===== config.mk =====
export PLATFORM = sky130hd
export DESIGN_NAME = seq_detect_param
export DESIGN_NICKNAME = d
export VERILOG_FILES = /design/src/rtl/seq_detect_pkg.sv /design/src/rtl/seq_match_cnt.sv /design/src/rtl/seq_detect_param.sv
export SDC_FILE = /design/constraint.sdc
export NUM_CORES = 1
export LEC_CHECK = 0
export CORE_ASPECT_RATIO = 1.5
export CORE_UTILIZATION = 43
export CTS_CLUSTER_DIAMETER = 40
export DETAILED_ROUTE_END_ITERATION = 6
export PLACE_DENSITY_LB_ADDON = 0.25
export SLEW_MARGIN = 10
export SYNTH_ARGS = -nofsm -noshare
export SYNTH_HDL_FRONTEND = slang
export SYNTH_HIERARCHICAL = 1
export SYNTH_SLANG_ARGS = --single-unit

===== constraint.sdc =====
create_clock -name clk -period 2.8 [get_ports clk]
set_input_delay 0.7 -clock clk [delete_from_list [all_inputs] [get_ports clk]]
set_output_delay 0.7 -clock clk [all_outputs]
set_load 0.05 [all_outputs]

===== src/rtl/seq_detect_pkg.sv =====
// -----------------------------------------------------------------------------
// seq_detect_pkg
// Shared constants and helpers for the serial sequence detector family.
//   OVL_NONE / OVL_ALLOW : values for a detector's OVERLAP parameter
//   SEQ_LEN_MAX          : longest pattern a detector instance supports
//   clog2()              : bit width needed to hold the values 0..value-1
// -----------------------------------------------------------------------------
package seq_detect_pkg;

    localparam int OVL_NONE    = 0;   // history cleared after every match
    localparam int OVL_ALLOW   = 1;   // history kept, matches may share bits
    localparam int SEQ_LEN_MAX = 32;

    // Smallest r with 2**r >= value; returns at least 1 so a width is never 0.
    function automatic int clog2(input int value);
        int r;
        int v;
        r = 0;
        v = value - 1;
        for (int i = 0; i < 32; i++) begin
            if (v > 0) begin
                r = r + 1;
                v = v >> 1;
            end
        end
        if (r == 0) begin
            r = 1;
        end
        return r;
    endfunction

endpackage


===== src/rtl/seq_match_cnt.sv =====
// -----------------------------------------------------------------------------
// seq_match_cnt
// Saturating event counter shared by the sequence detectors.
//   clk      : clock, rising edge
//   rst      : asynchronous reset, active low
//   inc_i    : count one event at this edge (ignored once saturated)
//   clr_i    : synchronous clear, takes priority over inc_i
//   count_o  : events counted since reset / last clear, saturating
//   sat_o    : registered flag, high exactly when count_o is all ones
// -----------------------------------------------------------------------------
module seq_match_cnt #(
    parameter int CNT_W = 8
) (
    input  logic             clk,
    input  logic             rst,
    input  logic             inc_i,
    input  logic             clr_i,
    output logic [CNT_W-1:0] count_o,
    output logic             sat_o
);

    logic [CNT_W-1:0] count_q, count_d;
    logic             sat_q, sat_d;

    always_comb begin
        count_d = count_q;
        if (clr_i) begin
            count_d = '0;
        end else if (inc_i && !(&count_q)) begin
            count_d = count_q + CNT_W'(1);
        end
        // Derived from the next count so the flag lands in the same cycle
        // as the value it describes.
        sat_d = &count_d;
    end

    // NOTE: state registers use non-blocking assignments so every flop
    // samples its inputs from before the edge, independent of block order.
    always_ff @(posedge clk or negedge rst) begin
        if (!rst) begin
            count_q <= '0;
            sat_q   <= 1'b0;
        end else begin
            count_q <= count_d;
            sat_q   <= sat_d;
        end
    end

    assign count_o = count_q;
    assign sat_o   = sat_q;

endmodule


===== src/rtl/seq_detect_param.sv =====
// -----------------------------------------------------------------------------
// seq_detect_param
// Parametrised Mealy detector for a SEQ_LEN-bit pattern on a 1-bit serial
// stream. Detection compares the full window {history, current bit} against
// the pattern, so self-overlapping patterns need no special handling.
//   clk        : clock, rising edge
//   rst        : asynchronous reset, active low
//   signal     : serial data bit, consumed on a rising edge when en=1
//   en         : bit-valid qualifier; en=0 holds all detector state
//   out        : combinational match for the bit currently on signal
//   out_q      : out delayed by one clock (updated every clock)
//   match_cnt  : saturating count of matches since reset
//   cnt_sat    : high when match_cnt is all ones
// Optional build macro SEQ_DETECT_PATTERN_LOAD_EN adds:
//   pat_load   : load pat_in as the new pattern and restart detection
//   pat_in     : replacement pattern, MSB is the first bit received
// -----------------------------------------------------------------------------
module seq_detect_param
    import seq_detect_pkg::*;
#(
    parameter int                 SEQ_LEN = 4,
    parameter logic [SEQ_LEN-1:0] PATTERN = 4'b1001,
    parameter int                 OVERLAP = OVL_NONE,
    parameter int                 CNT_W   = 8
) (
    input  logic             clk,
    input  logic             rst,
    input  logic             signal,
    input  logic             en,
    output logic             out,
    output logic             out_q,
    output logic [CNT_W-1:0] match_cnt,
    output logic             cnt_sat
`ifdef SEQ_DETECT_PATTERN_LOAD_EN
    ,
    input  logic               pat_load,
    input  logic [SEQ_LEN-1:0] pat_in
`endif
);

    localparam int HIST_W = SEQ_LEN - 1;
    localparam int FILL_W = clog2(SEQ_LEN);
    localparam logic [FILL_W-1:0] FILL_FULL = FILL_W'(SEQ_LEN - 1);

    logic [HIST_W-1:0]  hist_q, hist_d;
    logic [FILL_W-1:0]  fill_q, fill_d;
    logic [SEQ_LEN-1:0] pattern;
    logic [SEQ_LEN-1:0] window;
    logic               load;
    logic               match;

`ifdef SEQ_DETECT_PATTERN_LOAD_EN
    logic [SEQ_LEN-1:0] pat_q;

    always_ff @(posedge clk or negedge rst) begin
        if (!rst) begin
            pat_q <= PATTERN;
        end else if (pat_load) begin
            pat_q <= pat_in;
        end
    end

    assign pattern = pat_q;
    assign load    = pat_load;
`else
    assign pattern = PATTERN;
    assign load    = 1'b0;
`endif

    // The current bit completes the window; it is only a match once the
    // history holds SEQ_LEN-1 bits received since the last clear.
    assign window = {hist_q, signal};
    assign match  = rst & en & ~load & (fill_q == FILL_FULL) & (window == pattern);
    assign out    = match;

    // NOTE: every variable written here gets a default first, so no path
    // leaves it unassigned and no latch is inferred.
    always_comb begin
        hist_d = hist_q;
        fill_d = fill_q;
        if (load) begin
            hist_d = '0;
            fill_d = '0;
        end else if (en) begin
            if (match && (OVERLAP == OVL_NONE)) begin
                // Non-overlapping: the next match needs SEQ_LEN fresh bits.
                hist_d = '0;
                fill_d = '0;
            end else begin
                hist_d = window[HIST_W-1:0];
                if (fill_q != FILL_FULL) begin
                    fill_d = fill_q + FILL_W'(1);
                end
            end
        end
    end

    // out_q needs no explicit clear on a pattern load: match is already
    // forced low during that cycle.
    always_ff @(posedge clk or negedge rst) begin
        if (!rst) begin
            hist_q <= '0;
            fill_q <= '0;
            out_q  <= 1'b0;
        end else begin
            hist_q <= hist_d;
            fill_q <= fill_d;
            out_q  <= match;
        end
    end

    seq_match_cnt #(
        .CNT_W (CNT_W)
    ) u_cnt (
        .clk     (clk),
        .rst     (rst),
        .inc_i   (match),
        .clr_i   (load),
        .count_o (match_cnt),
        .sat_o   (cnt_sat)
    );

endmodule

Word level (Yosys, flattened, before mapping)
Index checks and enable logic that the tools add are counted.
{"block": "totals", "reg_bits": 15, "latch_bits": 0, "ram_bits": 0, "rom_bits": 0, "in_bits": 4, "output_inout_bits": 11, "wordCells": 23, "n_memories": 0}
{"block": "classes", "addsub": 2, "multipliers": 0, "n_div": 0, "magnitude_cmp": 0, "n_eq_ne": 3, "shifts": 0, "n_mux": 4, "n_bitwise": 3, "n_reduce_logical": 6}
{"op": "AND reduction 8 bit", "count": 2}
{"op": "adder 8 x 1 -> 8 bit (second input constant)", "count": 1}
{"op": "2-to-1 mux 8 bit", "count": 1}
{"op": "equality test 4 bit (second input constant)", "count": 1}
{"op": "2-to-1 mux 2 bit", "count": 2}
{"op": "AND 1 bit", "count": 3}
{"op": "2-to-1 mux 3 bit", "count": 1}
{"op": "adder 2 x 1 -> 2 bit (second input constant)", "count": 1}
{"op": "equality test 2 bit (second input constant)", "count": 1}
{"op": "!= test 2 bit (second input constant)", "count": 1}
{"op": "AND reduction 2 bit", "count": 1}
{"op": "nonzero test 2 bit", "count": 1}
{"op": "logical AND 1 bit", "count": 1}
{"op": "zero test 1 bit", "count": 1}

Depth between registers and ports, before layout
Gate-level depths: netlist (run 1).
{"block": "depth", "word_depth": 6, "mapped_depth": 9, "depth_no_buf": 8}

Modules after synthesis
Netlist (run 1), hierarchy kept.
{"module": "seq_match_cnt", "instances": 1, "cells_each": 51, "area_each_um2": 529.3, "seq_area_each_um2": 225.2}
{"module": "seq_detect_param", "instances": 1, "cells_each": 28, "area_each_um2": 311.5, "seq_area_each_um2": 150.1}

Worst setup path before layout (run 1)
Ideal clock, no wire load.
{"block": "synth_path", "path_kind": "input to register", "startpoint": "in en", "endpoint": "reg u_cnt.sat_q, in the netlist u_cnt/sat_o", "setup_time_ns": 0.096, "arrival_time_ns": 2.863, "t_required_ns": 2.704, "setup_slack_ns": -0.158, "path_stages": 8, "n_path_buf": 1, "path_cell_list": "buf_6 and4b_1 nand2_1 nor2_1 and4_1 nand3_1 mux2i_1 nor4_2"}
{"block": "synth_via", "elab_chain_cells": 6}
{"item": "start, declared", "line_no": "seq_detect_param.sv:29", "source": "input logic en,"}
{"item": "AND 1 bit (3 in a row)", "line_no": "seq_detect_param.sv:73", "source": "assign match = rst & en & ~load & (fill_q == FILL_FULL) & (window == pattern);"}
{"item": "via out", "line_no": "seq_detect_param.sv:30", "source": "output logic out,"}
{"item": "logical AND 1 bit", "line_no": "seq_match_cnt.sv:29", "source": "end else if (inc_i && !(&count_q)) begin"}
{"item": "2-to-1 mux 8 bit", "line_no": "seq_match_cnt.sv:29"}
{"item": "AND reduction 8 bit", "line_no": "seq_match_cnt.sv:34", "source": "sat_d = &count_d;"}
{"item": "via u_cnt.sat_d", "line_no": "seq_match_cnt.sv:23", "source": "logic sat_q, sat_d;"}
{"item": "end signal, assigned", "line_no": "seq_match_cnt.sv:45", "source": "sat_q <= sat_d;"}
{"item": "end, declared", "line_no": "seq_match_cnt.sv:23"}
The timed path passes the listed nets, and every way through them passes these cells.
A chain may end at the register's enable or synchronous reset.

Worst setup path after layout (run 1)
{"block": "layout_path", "startpoint": "in rst", "endpoint": "out out"}
{"block": "layout_via", "elab_chain_cells": 3}
{"item": "start, declared", "line_no": "seq_detect_param.sv:27", "source": "input logic rst,"}
{"item": "AND 1 bit (3 in a row)", "line_no": "seq_detect_param.sv:73"}
{"item": "end, declared", "line_no": "seq_detect_param.sv:30"}
Every way passes these cells.

==> run_results.csv, run 1 <==
group,metric,value,unit
placed_design,port_buffers,14,
clock_network,clk_latency,290,ps
sta,min_period,2620,ps
clock_network,ctsHtreeMaxLevel,1,
sta,slew_violations,0,
sta,rsz0062_at_grt,"no",
clock_network,cts_tree,"yes",
setup_path,endpoint_kind,"primary output",
finish,area_growth,22.0,%
power,p_sw,145,uW
finish,layout.nets,105,
clock_network,cts_resized,0,
detailed_routing,dr.pass1.iters,5,
power,p_comb_frac,0.222,
synthesis,synth_warnings,6,
sta,slew_headroom,0.661,
clock_network,post_cts_buffers,0,
clock_network,clkTransAtPathRegs,90,ps
detailed_routing,drt_iter0_drc,29,
placed_design,place_congestion,0.832,
detailed_routing,vias,729,
synthesis,ys_seq_area_frac,0.446,
die,fp.dieArea,2140,um^2
grt,grt_antenna_before_repair,0,
synthesis,ys_ff_latch,15,
power,pwr-share-clk,0.258,
power,total_power,492,uW
synthesis,synth_nets,85,
synthesis,ys_async_sr_fraction,1.00,
die,dieWidth,38.1,um
clock_network,cts_hold_buffers,0,
die,die_h,56.2,um
sta,fin_skew,3.49,ps
power,leakage,0.000410,uW
detailed_routing,wl,1.89,mm
grt,grt_pass1_wl,3.06,mm
setup_path,worst_ep_required_time,2100,ps
detailed_routing,vias_per_cell,6.13,
placed_design,dp.final_hpwl,1.36,mm
grt,track_usage,0.205,
setup_path,crit_fanout,5,
sta,setup_viol,0,
sta,timing.hold.ws,536,ps
sta,setup-tns-final,0,ps
sta,min_period_over_period,0.935,
clock_network,clock_path_buffers,2,
power,switching_share,0.294,
clock_network,cts_root_buffer,"clkbuf_4",
synthesis,syn_inst,79,
finish,drive_gt1_frac,0.163,
synthesis,synth_edf_count,0,
setup_path,r2r_setup_slack,850,ps
setup_path,worst_ep_arrival_time,1920,ps
finish,diodes,0,
detailed_routing,ant_nets,0,
grt,overflow,0,
die,coreArea,1830,um^2
setup_path,startpoint_type,"primary input",
power,p_int,348,uW
die,rows,19,
hold_path,hold_class,"reg2reg",
synthesis,synth.avg_cell_area,10.6,um^2
synthesis,ys_types,36,
setup_path,worstSetupPathType,"in2out",
run_status,status,"completed",
job,maxCapViolCount,0,
power,power_density,480,nW/um^2
synthesis,synth_area,841,um^2
sta,worst_pin_slew,506,ps
synthesis,synth_ff_type,"dfrtp_1",
clock_network,cts_made_buffers,3,
sta,max_freq,382,MHz
die,ios,15,
grt,grt_pass1_vias,643,
grt,grt_start_max_net_pins,17,
detailed_routing,route.detailed.drc,0,
die,initial_core_util,0.459,
detailed_routing,wire_per_inst,15.9,um
clock_network,clock-sinks,15,
power,vdd_drop_max,0.339,mV
power,pwr-share-seq,0.520,
sta,finalHoldViolations,0,
[logic make-up (layout without fill, tap and decap cells)]
| family | after synthesis | in the layout | synth area share |
|---|---|---|---|
| multiplexers | 4 | 4 | 0.0506 |
| XOR/XNOR | 2 | 2 | 0.0208 |
| adder cells (fa/ha/maj) | 2 | 2 | 0.0298 |
| AND/OR/NAND/NOR | 34 | 34 | 0.229 |
| buffers and inverters | 4 | 23 | 0.0610 |
| AO/OA/AOI/OAI | 17 | 17 | 0.158 |
| flip-flops | 15 | 15 | 0.446 |
| other | 1 | 1 | 0.00446 |
[final cells by class]
class | instances | area, um^2
Fill cell | 172 | 805
Multi-Input combinational cell | 60 | 417
Sequential cell | 15 | 375
Timing Repair Buffer | 17 | 173
Tap cell | 21 | 26.3
Clock buffer | 3 | 22.5
Inverter | 2 | 7.51
Clock inverter | 1 | 5.00
[worst paths after layout]
kind | startpoint | to | depth (start not counted)
worst min register to register | hist_q[0] | hist_q[0] | 1
worst max register to register | fill_q[0] | u_cnt/sat_o | 7
worst max-delay path | rst | out | 5
max in group asynchronous | rst | u_cnt/count_o[0] | 2
worst min-delay path | hist_q[0] | hist_q[0] | 1
min in group asynchronous | rst | fill_q[1] | 2
[placed cells by master (no fill, tap or decap), drive strengths merged, types with 3 or more instances in the layout]
| cell | synthesis | final |
|---|---|---|
| a211oi | 3 | 3 |
| a21oi | 3 | 3 |
| buf | 1 | 4 |
| clkbuf | 0 | 3 |
| clkdlybuf4s50 | 0 | 13 |
| dfrtp | 15 | 15 |
| nand2 | 6 | 6 |
| nand3 | 4 | 4 |
| nor2 | 8 | 8 |
| nor3 | 4 | 4 |
[cells in the mapped netlist, drive strengths merged (2+ instances only)]
cell type,n,area share
a211oi,3,0.039
a21oi,3,0.018
a31oi,2,0.015
and4,2,0.021
dfrtp,15,0.45
ha,2,0.030
inv,2,0.0089
mux2,2,0.027
mux2i,2,0.024
nand2,6,0.027
nand3,4,0.024
nand4,2,0.015
nor2,8,0.036
nor3,4,0.024
o211ai,2,0.018
o21ai,2,0.016
[power by group through the flow]
stage	clock, uW	combinational, uW	sequential (uW)
5_1_grt	141	124	260
6_report	127	109	256
2_1_floorplan	0	86.6	257
3_5_place_dp	0	108	261
3_3_place_gp	0	104	259
4_1_cts	132	109	256
[worst max-delay path, stage by stage]
cell	delay, ps
clkdlybuf4s50_1	480
and4b_1	220
nand2_1	70
nor2_2	270
buf_12	180
[metrics by stage]
step	util	instance area, um^2	std cells	worst slack (ps)
5_1_grt	0.560	1030	119	118
3_5_place_dp	0.545	998	115	97.0
6_report	0.560	1030	119	183
3_3_place_gp	0.545	998	115	123
4_1_cts	0.560	1030	119	179
2_1_floorplan	-	843	79	183
[state kept, by name (all words and copies together), names as in the netlist]
| name | cells |
|---|---|
| hist_q | 3 |
| fill_q | 2 |
| out_q | 1 |
| u_cnt/sat_o | 1 |
| u_cnt/count_o | 8 |
[layer usage]
metal,track usage,vias to the layer above,part of all wire
met4,0.107,0,0.024
met2,0.315,25,0.53
met5,0,-,0
li1,-,339,-
met1,0.259,358,0.40
met3,0.0480,7,0.048
Note: power is estimated with default switching activity, not from simulation.
==> inputs of run 2 (changes only) <==
Settings changed: CAP_MARGIN set to 40, HOLD_SLACK_MARGIN set to 0.1, SKIP_LAST_GASP set to 1.
==> results of run 2 <==
Final layout, timing and power as in run 1 (identical DEF).
